### src/rtl/multiwave_osc_if.sv
// multiwave_osc_if: request/response bus of the multi-voice waveform generator.
// Request side: in_valid/in_ready, phase, wave_select, voice_index (+ pulse_width when
// WAVE_PWM_EN is defined). Response side: out_valid/out_ready, sample, voice_index_out.
interface multiwave_osc_if #(
  parameter int PHASE_W  = 10,
  parameter int SAMPLE_W = 16,
  parameter int VOICE_W  = 8
);
  logic                       in_valid;
  logic                       in_ready;
  logic [PHASE_W-1:0]         phase;
  logic [3:0]                 wave_select;
  logic [VOICE_W-1:0]         voice_index;
`ifdef WAVE_PWM_EN
  logic [PHASE_W-1:0]         pulse_width;
`endif
  logic                       out_valid;
  logic                       out_ready;
  logic signed [SAMPLE_W-1:0] sample;
  logic [VOICE_W-1:0]         voice_index_out;

`ifdef WAVE_PWM_EN
  modport master (
    output in_valid, phase, wave_select, voice_index, pulse_width, out_ready,
    input  in_ready, out_valid, sample, voice_index_out
  );
  modport slave (
    input  in_valid, phase, wave_select, voice_index, pulse_width, out_ready,
    output in_ready, out_valid, sample, voice_index_out
  );
`else
  modport master (
    output in_valid, phase, wave_select, voice_index, out_ready,
    input  in_ready, out_valid, sample, voice_index_out
  );
  modport slave (
    input  in_valid, phase, wave_select, voice_index, out_ready,
    output in_ready, out_valid, sample, voice_index_out
  );
`endif
endinterface

### src/rtl/multiwave_osc.sv
// multiwave_osc: 3-stage pipelined multi-voice waveform generator.
// Maps a per-voice phase word to a signed sample (sine, square, saw, triangle, noise, silence).
// S1 registers the request and the quarter-wave ROM address, S2 reads the ROM and computes
// the selected waveform, S3 is the output register. Whole pipeline freezes on output stall.
// Optional feature macro: WAVE_PWM_EN (adds pulse_width, variable square duty).
module multiwave_osc #(
  parameter int PHASE_W  = 10,
  parameter int SAMPLE_W = 16,
  parameter int VOICE_W  = 8
) (
  input  logic           clk,
  input  logic           reset,
  multiwave_osc_if.slave bus
);

  localparam int IDX_W     = PHASE_W - 2;
  localparam int ROM_DEPTH = 2 ** IDX_W;
  localparam logic signed [SAMPLE_W-1:0] MAX_S = {1'b0, {(SAMPLE_W-1){1'b1}}};
  localparam logic [15:0] LFSR_SEED = 16'hACE1;
  localparam logic [15:0] LFSR_TAPS = 16'hB400;
  localparam logic [3:0]  WAVE_SINE   = 4'd0;
  localparam logic [3:0]  WAVE_SQUARE = 4'd1;
  localparam logic [3:0]  WAVE_SAW    = 4'd2;
  localparam logic [3:0]  WAVE_TRI    = 4'd3;
  localparam logic [3:0]  WAVE_NOISE  = 4'd4;
  localparam real PI = 3.14159265358979323846;

  // Quarter-wave entry k, sampled at the bin centre so the table is symmetric.
  function automatic logic signed [SAMPLE_W-1:0] sine_entry(input int k);
    real angle;
    real mag;
    angle = PI * (real'(k) + 0.5) / (2.0 * real'(ROM_DEPTH));
    mag   = real'(MAX_S) * $sin(angle);
    return SAMPLE_W'($rtoi(mag + 0.5));
  endfunction

  // Handshake
  logic                       stall_s;
  logic                       accept_s;

  // Stage 1
  logic                       s1_valid_q;
  logic [3:0]                 s1_wave_q;
  logic [PHASE_W-1:0]         s1_phase_q;
  logic [VOICE_W-1:0]         s1_voice_q;
  logic [IDX_W-1:0]           s1_idx_q;
  logic [SAMPLE_W-1:0]        s1_noise_q;
`ifdef WAVE_PWM_EN
  logic [PHASE_W-1:0]         s1_pw_q;
`endif
  logic [IDX_W-1:0]           idx_d;

  // Noise generator
  logic [15:0]                lfsr_q;
  logic [15:0]                lfsr_d;

  // Stage 2
  logic                       s2_valid_q;
  logic signed [SAMPLE_W-1:0] s2_sample_q;
  logic [VOICE_W-1:0]         s2_voice_q;

  // Stage 3 (output)
  logic                       out_valid_q;
  logic signed [SAMPLE_W-1:0] sample_q;
  logic [VOICE_W-1:0]         voice_out_q;

  // Waveform datapath
  logic signed [SAMPLE_W-1:0] rom_s [ROM_DEPTH];
  logic signed [SAMPLE_W-1:0] sine_mag_s;
  logic signed [SAMPLE_W-1:0] sine_s;
  logic signed [SAMPLE_W-1:0] square_s;
  logic signed [SAMPLE_W-1:0] saw_s;
  logic signed [SAMPLE_W-1:0] tri_s;
  logic signed [SAMPLE_W-1:0] wave_d;
  logic [SAMPLE_W-1:0]        saw_raw_s;
  logic [SAMPLE_W-1:0]        tri_raw_s;
  logic [PHASE_W-2:0]         tri_t_s;
  logic                       square_pos_s;

  assign stall_s  = out_valid_q & ~bus.out_ready;
  assign accept_s = bus.in_valid & ~stall_s;

  assign bus.in_ready        = ~stall_s;
  assign bus.out_valid       = out_valid_q;
  assign bus.sample          = sample_q;
  assign bus.voice_index_out = voice_out_q;

  for (genvar k = 0; k < ROM_DEPTH; k++) begin : g_rom
    assign rom_s[k] = sine_entry(k);
  end

  // Saw: left-align the phase into the sample width (pad or truncate LSBs).
  if (PHASE_W >= SAMPLE_W) begin : g_saw_trunc
    assign saw_raw_s = s1_phase_q[PHASE_W-1 -: SAMPLE_W];
  end else begin : g_saw_pad
    assign saw_raw_s = {s1_phase_q, {(SAMPLE_W-PHASE_W){1'b0}}};
  end

  // Triangle: left-align the folded phase the same way.
  if (PHASE_W - 1 >= SAMPLE_W) begin : g_tri_trunc
    assign tri_raw_s = tri_t_s[PHASE_W-2 -: SAMPLE_W];
  end else begin : g_tri_pad
    assign tri_raw_s = {tri_t_s, {(SAMPLE_W-PHASE_W+1){1'b0}}};
  end

  // Quarter-wave ROM address: mirror the index in the second half of each half-period.
  always_comb begin
    idx_d = bus.phase[IDX_W-1:0];
    if (bus.phase[PHASE_W-2]) begin
      idx_d = ~bus.phase[IDX_W-1:0];
    end else begin
      idx_d = bus.phase[IDX_W-1:0];
    end
  end

  // Galois LFSR step, taken only when a noise request is actually accepted.
  always_comb begin
    lfsr_d = lfsr_q;
    if (accept_s && (bus.wave_select == WAVE_NOISE)) begin
      if (lfsr_q[0]) begin
        lfsr_d = {1'b0, lfsr_q[15:1]} ^ LFSR_TAPS;
      end else begin
        lfsr_d = {1'b0, lfsr_q[15:1]};
      end
    end else begin
      lfsr_d = lfsr_q;
    end
  end

  // S2 waveform compute from the registered request; unknown codes give silence.
  always_comb begin
    sine_mag_s = rom_s[s1_idx_q];
    if (s1_phase_q[PHASE_W-1]) begin
      sine_s = -sine_mag_s;
    end else begin
      sine_s = sine_mag_s;
    end
`ifdef WAVE_PWM_EN
    square_pos_s = (s1_phase_q < s1_pw_q);
`else
    square_pos_s = ~s1_phase_q[PHASE_W-1];
`endif
    if (square_pos_s) begin
      square_s = MAX_S;
    end else begin
      square_s = -MAX_S;
    end
    if (s1_phase_q[PHASE_W-1]) begin
      tri_t_s = ~s1_phase_q[PHASE_W-2:0];
    end else begin
      tri_t_s = s1_phase_q[PHASE_W-2:0];
    end
    saw_s = {~saw_raw_s[SAMPLE_W-1], saw_raw_s[SAMPLE_W-2:0]};
    tri_s = {~tri_raw_s[SAMPLE_W-1], tri_raw_s[SAMPLE_W-2:0]};
    case (s1_wave_q)
      WAVE_SINE:   wave_d = sine_s;
      WAVE_SQUARE: wave_d = square_s;
      WAVE_SAW:    wave_d = saw_s;
      WAVE_TRI:    wave_d = tri_s;
      WAVE_NOISE:  wave_d = s1_noise_q;
      default:     wave_d = '0;
    endcase
  end

  // Pipeline and noise state: everything advances together unless the output is stalled.
  always_ff @(posedge clk) begin
    if (reset) begin
      s1_valid_q  <= 1'b0;
      s1_wave_q   <= 4'd0;
      s1_phase_q  <= '0;
      s1_voice_q  <= '0;
      s1_idx_q    <= '0;
      s1_noise_q  <= '0;
`ifdef WAVE_PWM_EN
      s1_pw_q     <= '0;
`endif
      s2_valid_q  <= 1'b0;
      s2_sample_q <= '0;
      s2_voice_q  <= '0;
      out_valid_q <= 1'b0;
      sample_q    <= '0;
      voice_out_q <= '0;
      lfsr_q      <= LFSR_SEED;
    end else if (!stall_s) begin
      s1_valid_q  <= accept_s;
      s1_wave_q   <= bus.wave_select;
      s1_phase_q  <= bus.phase;
      s1_voice_q  <= bus.voice_index;
      s1_idx_q    <= idx_d;
      s1_noise_q  <= lfsr_q[15 -: SAMPLE_W];
`ifdef WAVE_PWM_EN
      s1_pw_q     <= bus.pulse_width;
`endif
      s2_valid_q  <= s1_valid_q;
      s2_sample_q <= wave_d;
      s2_voice_q  <= s1_voice_q;
      out_valid_q <= s2_valid_q;
      sample_q    <= s2_sample_q;
      voice_out_q <= s2_voice_q;
      lfsr_q      <= lfsr_d;
    end else begin
      lfsr_q      <= lfsr_q;
    end
  end

endmodule

### src/flat_wrapper.sv
// flat-port wrapper written by rule: the top's interface ports become plain ports
module multiwave_osc_flat 
#(
  parameter int PHASE_W  = 10,
  parameter int SAMPLE_W = 16,
  parameter int VOICE_W  = 8
)
  (clk, reset, bus_in_valid, bus_phase, bus_wave_select, bus_voice_index, bus_out_ready, bus_in_ready, bus_out_valid, bus_sample, bus_voice_index_out);
  multiwave_osc_if #(.PHASE_W(PHASE_W), .SAMPLE_W(SAMPLE_W), .VOICE_W(VOICE_W)) bus_i ();
  input  logic clk;
  input  logic reset;
  input wire logic [$bits(bus_i.in_valid)-1:0] bus_in_valid;
  input wire logic [$bits(bus_i.phase)-1:0] bus_phase;
  input wire logic [$bits(bus_i.wave_select)-1:0] bus_wave_select;
  input wire logic [$bits(bus_i.voice_index)-1:0] bus_voice_index;
  input wire logic [$bits(bus_i.out_ready)-1:0] bus_out_ready;
  output wire logic [$bits(bus_i.in_ready)-1:0] bus_in_ready;
  output wire logic [$bits(bus_i.out_valid)-1:0] bus_out_valid;
  output wire logic [$bits(bus_i.sample)-1:0] bus_sample;
  output wire logic [$bits(bus_i.voice_index_out)-1:0] bus_voice_index_out;
  assign bus_i.in_valid = bus_in_valid;
  assign bus_i.phase = bus_phase;
  assign bus_i.wave_select = bus_wave_select;
  assign bus_i.voice_index = bus_voice_index;
  assign bus_i.out_ready = bus_out_ready;
  assign bus_in_ready = bus_i.in_ready;
  assign bus_out_valid = bus_i.out_valid;
  assign bus_sample = bus_i.sample;
  assign bus_voice_index_out = bus_i.voice_index_out;
  multiwave_osc #(.PHASE_W(PHASE_W), .SAMPLE_W(SAMPLE_W), .VOICE_W(VOICE_W)) u_core (.clk(clk), .reset(reset), .bus(bus_i));
endmodule
### config.mk
export PLATFORM = sky130hd
export DESIGN_NAME = multiwave_osc_flat
export DESIGN_NICKNAME = d
export VERILOG_FILES = /design/src/rtl/multiwave_osc_if.sv /design/src/rtl/multiwave_osc.sv /design/src/flat_wrapper.sv
export SDC_FILE = /design/constraint.sdc
export NUM_CORES = 1
export LEC_CHECK = 0
export ABC_AREA = 1
export CAP_MARGIN = 40
export CORE_MARGIN = 2
export CORE_UTILIZATION = 28
export DETAILED_ROUTE_END_ITERATION = 16
export PLACE_DENSITY = 0.51
export SYNTH_ARGS = -nofsm -noshare
export SYNTH_HDL_FRONTEND = slang
export SYNTH_SLANG_ARGS = --single-unit
### constraint.sdc
create_clock -name clk -period 6.65 [get_ports clk]
set_clock_uncertainty 0.15 [all_clocks]
set_input_delay 0.665 -clock clk [delete_from_list [all_inputs] [get_ports clk]]
set_output_delay 0.665 -clock clk [all_outputs]
set_load 0.01 [all_outputs]
# Yosys cells after proc, flatten, opt, wreduce, memory -nomap -nowiden
# Memory sizes are Yosys's and may differ from the RTL's.
# Index checks and enable logic that the tools add are counted.
[word_totals]
n_memories = 1
inputBits = 26
rom_bits = 4096
regBits = 113
out_inout_bits = 26
[mem_list]
columns = ["memory", "words", "word_bits", "read_ports", "rd_ports_with_merged_regs", "write_ports", "line", "rtl"]
rows = [
  ["(name not given)", 256, 16, 1, 0, 0, "multiwave_osc.sv:132", "sine_mag_s = rom_s[s1_idx_q];"],
]
[classes]
eq_ne = 5
bitwise = 10
mux = 8
order_cmp = 1
reduce_logical = 3
addsub = 1
[ops]
columns = ["cell", "n"]
rows = [
  ["16-bit 2-to-1 mux", 5],
  ["16-bit one-hot mux with 5 select lines", 1],
  ["16-bit negator", 1],
  ["9-bit >= comparator, second input constant", 1],
  ["9-bit 2-to-1 mux", 1],
  ["8-bit inverter with 9-bit output", 1],
  ["9-bit inverter", 1],
  ["4-bit by 2-bit equality test with 1-bit output, second input constant", 2],
  ["4-bit by 3-bit equality test with 1-bit output, second input constant", 2],
  ["8-bit 2-to-1 mux", 1],
  ["8-bit inverter", 1],
  ["4-bit by 1-bit equality test with 1-bit output, second input constant", 1],
  ["4-bit logical NOT", 1],
  ["1-bit inverter", 4],
  ["3-bit inverter with 4-bit output", 1],
  ["1-bit bitwise AND", 2],
  ["2-bit AND reduction", 1],
  ["1-bit logical AND", 1],
]

# Longest topological paths before layout
[depth]
depth_word = 7
depth_mapped = 26
mapped_depth_nobuf = 24

# Worst setup path after synthesis
# No wires, ideal clock.
[synth_timing]
kind = "register to register"
start = "register u_core.s1_idx_q[1]"
end = "register u_core.s2_sample_q[14]"
stages_incl_launch_ff = 27
period_less_slack_ps = 3184
arrival_time_ps = 2964
setup_slack_ps = 3466
setup_time_ps = 70
t_required_ps = 6430
n_path_buf = 3
path_cell_list = "dfxtp_1 -> buf_2 -> inv_1 -> ha_1 -> buf_2 -> nand2_2 -> buf_4 -> nand3_1 -> nand2_1 -> nand2_1 -> nand2_1 -> nor2_1 -> nand2_1 -> nand3_1 -> nand2_1 -> inv_1 -> ha_1 -> nand3_1 -> nor2_1 -> nand2_1 -> nand2_2 -> nand2_1 -> o21ai_1 -> nand2_1 -> nand2_1 -> nand2_1 -> a21oi_1"
[synth_via]
elab_chain_len = 7
[synth_lines]
columns = ["element", "line", "rtl"]
rows = [
  ["from (decl)", "multiwave_osc.sv:46", "logic [IDX_W-1:0] s1_idx_q;"],
  ["from (signal assigned)", "multiwave_osc.sv:189", "s1_idx_q <= idx_d;"],
  ["8-bit inverter with 9-bit output (not written as such) *", "multiwave_osc.sv:132", ""],
  ["memory read 256 x 16 bit *", "--", ""],
  ["16-bit 2-to-1 mux (not written as such) * (2 in a row)", "multiwave_osc.sv:132", ""],
  ["16-bit negator", "multiwave_osc.sv:134", "sine_s = -sine_mag_s;"],
  ["16-bit 2-to-1 mux *", "multiwave_osc.sv:133", "if (s1_phase_q[PHASE_W-1]) begin"],
  ["16-bit one-hot mux with 5 select lines *", "multiwave_osc.sv:155", "case (s1_wave_q)"],
  ["to (signal assigned)", "multiwave_osc.sv:195", "s2_sample_q <= wave_d;"],
  ["to (decl)", "multiwave_osc.sv:59", "logic signed [SAMPLE_W-1:0] s2_sample_q;"],
]
# Mark *: on every way between the ends. The rest lies on a longest branch, timed or not. The select of a mux whose other input is x is not followed.
# A chain may end at the register's enable or synchronous reset.

# Worst setup path in the final report
[layout_timing]
start = "register u_core.s1_idx_q[1]"
end = "register u_core.s2_sample_q[8]"
# Same word-level chain as after synthesis.

==> metrics.md <==
| Metric | Value |
|---|---|
| Vias | `about 11,000` |
| Top FF cell, synth | `dfxtp_1` |
| Gr usage total | `0.2432` |
| Initial antenna violation count | `0` |
| PostCTS Resize Cnt | `0` |
| Worst Tran Pin Value | `just under 0.9 ns` |
| CTS tree | `done` |
| Die X | `between 150 and 200 um` |
| Maxcap violations | `0` |
| VDD IR-drop max | `between 0.2 and 0.25 mV` |
| CTS root buffer | `clkbuf_16` |
| Sw power | `934.3 uW` |
| Worst path bufs/invs | `2` |
| Drt pass-1 iters | `6` |
| DR iter-0 viols | `1,333` |
| CTS Hold Buffers Added | `0` |
| Fin crit share | `0.6823` |
| Critical Path Fanout Max | `15` |
| Crit end category | `register` |
| Setup TNS | `0 ns` |
| Area post-placement | `roughly 9500 sq um` |
| Synthesized instance count | `about 1,600` |
| Ant diodes | `0` |
| Htree depth | `4` |
| Cell family with most CP delay | `simple AND/OR/NAND/NOR gates` |
| Syn_area_per_cell | `approximately 5.7 sq um` |
| Die footprint | `between 30,000 and 40,000 sq um` |
| Design Area, Final | `10,140 sq um` |
| CP most frequent cell | `nand2_1` |
| Row cnt | `65` |
| Crit path launch type | `register` |
| Die H | `~180 um` |
| DP HPWL | `29.36 mm` |
| Critical path launch point | `u_core.s1_idx_q[1]` |
| Reg2Reg Setup Slack | `2.11 ns` |
| Synth async-reset ratio | `0` |
| Fin crit period | `~4.5 ns` |
| RD Place Congestion | `1.026` |
| # port buffers | `51` |
| Post-synthesis sequential area ratio | `0.2560` |
| Combinational power share | `0.315` |
| RR Endpoint | `u_core.s2_sample_q[8]` |
| Nets@finish | `between 1,500 and 2,000` |
| Area leader, netlist | `dfxtp_1` |
| Gr ovfl total | `0` |
| Largest net degree at the start of global routing | `83` |
| Synth cell count leaders | `497 x nand2_1, 221 x nor2_1, 196 x nand3_1` |
| Worst slack at placement | `between 2 and 2.5 ns` |
| Syn_nets | `around 1,600` |
| Critical Path Sink | `u_core.s2_sample_q[8]` |
| Number of synthesized register bits | `113` |
| Levels on crit path | `23` |
| WP data required | `6.84 ns` |
| Max clock buf depth | `2` |
| Pwr/cell area | `248.7 nW/um^2` |
| Slew Limit Fails | `0` |
| CTS Buf Count | `17` |
| RR Startpoint | `u_core.s1_idx_q[1]` |
| Clk pwr share | `0.384` |
| Int Pwr | `between 1500 and 2000 uW` |
| Post-DRT Antenna Nets | `0` |
| Distinct cell type count after synthesis | `42` |
| Critical path arrival | `4.73 ns` |
| Kind of critical path | `register to register` |
| Slowest CP cell | `dfxtp_1` |
| Most numerous cell in the Yosys netlist | `nand2_1` |
| CTS sink count | `around 110` |
| Yosys warnings | `0` |
| # fillers | `3,535` |
| Area grow syn2layout | `14.78%` |
| Unrepaired setup endpoints after global routing | `no` |
| Vias per cell | `5.415` |
| Post-Syn Area | `between 8000 and 9000 sq um` |
| Post-Route WL | `roughly 40 mm` |
| Core area | `roughly 31,000 sq um` |
| Endpoints failing setup | `0` |
| Status | `finished, final reports clean` |
| Reg power frac | `0.300` |
| Worst hold path class | `register to register` |
| DR DRC count | `0` |
| Share of the synthesized area in the top cell type | `0.2560` |
| FF-to-FF path depth | `23` |
| EDFF count, synth | `0` |
| Switching share of power | `0.3703` |
| I/O pin cnt | `52` |
| Vias in the first global route | `9,858` |
| Share of layout cells above drive strength 1 | `0.06298` |
| Most area-consuming cells after synthesis | `dfxtp_1 26%, nand2_1 21%, nand3_1 11%` |
| Max incr delay on CP | `~0.77 ns` |
| Post-CTS Setup Bufs | `0` |
| Clock transition at path regs | `0.06 ns` |
| Initial Util | `0.2822` |
| Worst skew pair latency | `approximately 0.4 ns` |
| Rel. slew slack | `0.4051` |
| Leakage | `around 0.0048 uW` |
| First-pass GRT wire length | `61.16 mm` |
| Final Hold Viols | `0` |
| Setup slack after layout | `2.113 ns` |
| CP Cell Sequence | `inv_1 -> ha_1 -> nor2_1 -> nor2_2 -> nand2_1 -> nand2_1 -> nand2_1 -> nor2_1 -> nand2_1 -> nand3_1 -> nand2_1 -> inv_1 -> ha_1 -> nand3_1 -> nor2_1 -> nand2_1 -> nand2_2 -> nand2_1 -> nand2_1 -> nand2_1 -> o21ai_1 -> nand2_1 -> a21oi_1` |
| FMAX | `220.4 MHz` |
| WL/cell | `a little over 20 um` |
[logic make-up after synthesis]
kind of cell    synth area share
fa+ha+maj                0.02690
xor+xnor                0.004955
simple gates              0.4509
flops                     0.2560
buf+inv                   0.1007
compound gates            0.1606
[per-layer routing]
metal	global-route usage	routed length [um]	vias up
li1	-	-	5031
met1	0.3292	17560	4967
met2	0.3874	18020	527
met3	0.03289	3055	78
met4	0.1041	1717	0
met5	0	0	-
[through the flow]
stage                     instances  power (uW)  utilization  hold slack [ns]
after global placement         1923        1553       0.3020           0.2888
after floorplan                1553        1277            -           0.2745
after global routing           1958        2651       0.3240           0.3215
after detailed placement       1926        1544       0.3040           0.2923
after CTS                      1958        2521       0.3240           0.2998
final                          1958        2523       0.3240           0.2976
[layout make-up]
type	instances	area, sq um	area share
multi-input combinational	1243	5693	0.5612
sequential	113	2265	0.2233
timing repair buffer	67	670.6	0.06612
tap	402	503.0	0.04959
clock buffer	20	446.7	0.04404
inverter	101	386.6	0.03812
clock inverter	12	178.9	0.01764
[placed cells by master, fill, tap and decap left out, drive strengths merged]
cell           count
clkdlybuf4s50     51
o21a               1
o22ai              4
o221ai             3
nand2            519
clkbuf            20
a31oi             13
xor2               1
inv              103
a32oi              1
bufinv             4
a21oi             82
clkinvlp           3
nand4              5
clkinv             3
nor2             230
a311oi             6
nand3b             1
ha                19
xnor2              4
a221oi             1
a211oi             1
nand3            198
nor3               3
buf               16
nor4               1
o21ai            138
a32o               1
o211ai            11
dfxtp            113
[flip-flops by register name, summed over array words and instances (netlist names)]
register / count
u_core.s2_sample_q: 16
u_core.bus.sample: 16
u_core.s1_phase_q: 10
u_core.bus.voice_index_out: 8
u_core.s2_voice_q: 8
u_core.s1_voice_q: 8
u_core.bus.out_valid: 1
u_core.s1_valid_q: 1
u_core.lfsr_q: 16
u_core.s1_idx_q: 8
u_core.s2_valid_q: 1
u_core.s1_wave_q: 4
u_core.s1_noise_q: 16
[worst min-delay path, stage by stage, from the launching register on]
cell and delay [ns]:
dfxtp_1 0.29, inv_1 0.05, a21oi_1 0.05
[power groups by stage]
stage | registers [uW] | clock network [uW] | logic, uW
after CTS | 758 | 988 | 775
after floorplan | 757 | 0 | 520
after global placement | 774 | 0 | 779
after global routing | 762 | 1020 | 867
after detailed placement | 772 | 0 | 773
final | 757 | 970 | 796
[worst min-delay path by stage]
| stage | from | depth (start not counted) | slack [ns] | endpoint |
|---|---|---|---|---|
| after floorplan | u_core.s1_noise_q[13] | 2 | 0.27 | u_core.s1_noise_q[13] |
| after global placement | u_core.s1_noise_q[7] | 2 | 0.29 | u_core.s1_noise_q[7] |
| after detailed placement | u_core.s1_noise_q[9] | 2 | 0.29 | u_core.s1_noise_q[9] |
| after CTS | u_core.s1_noise_q[9] | 2 | 0.30 | u_core.s1_noise_q[9] |
| after global routing | u_core.s1_noise_q[7] | 2 | 0.32 | u_core.s1_noise_q[7] |
| final | u_core.s1_noise_q[8] | 2 | 0.30 | u_core.s1_noise_q[8] |
Note: power is estimated with default switching activity, not from simulation.
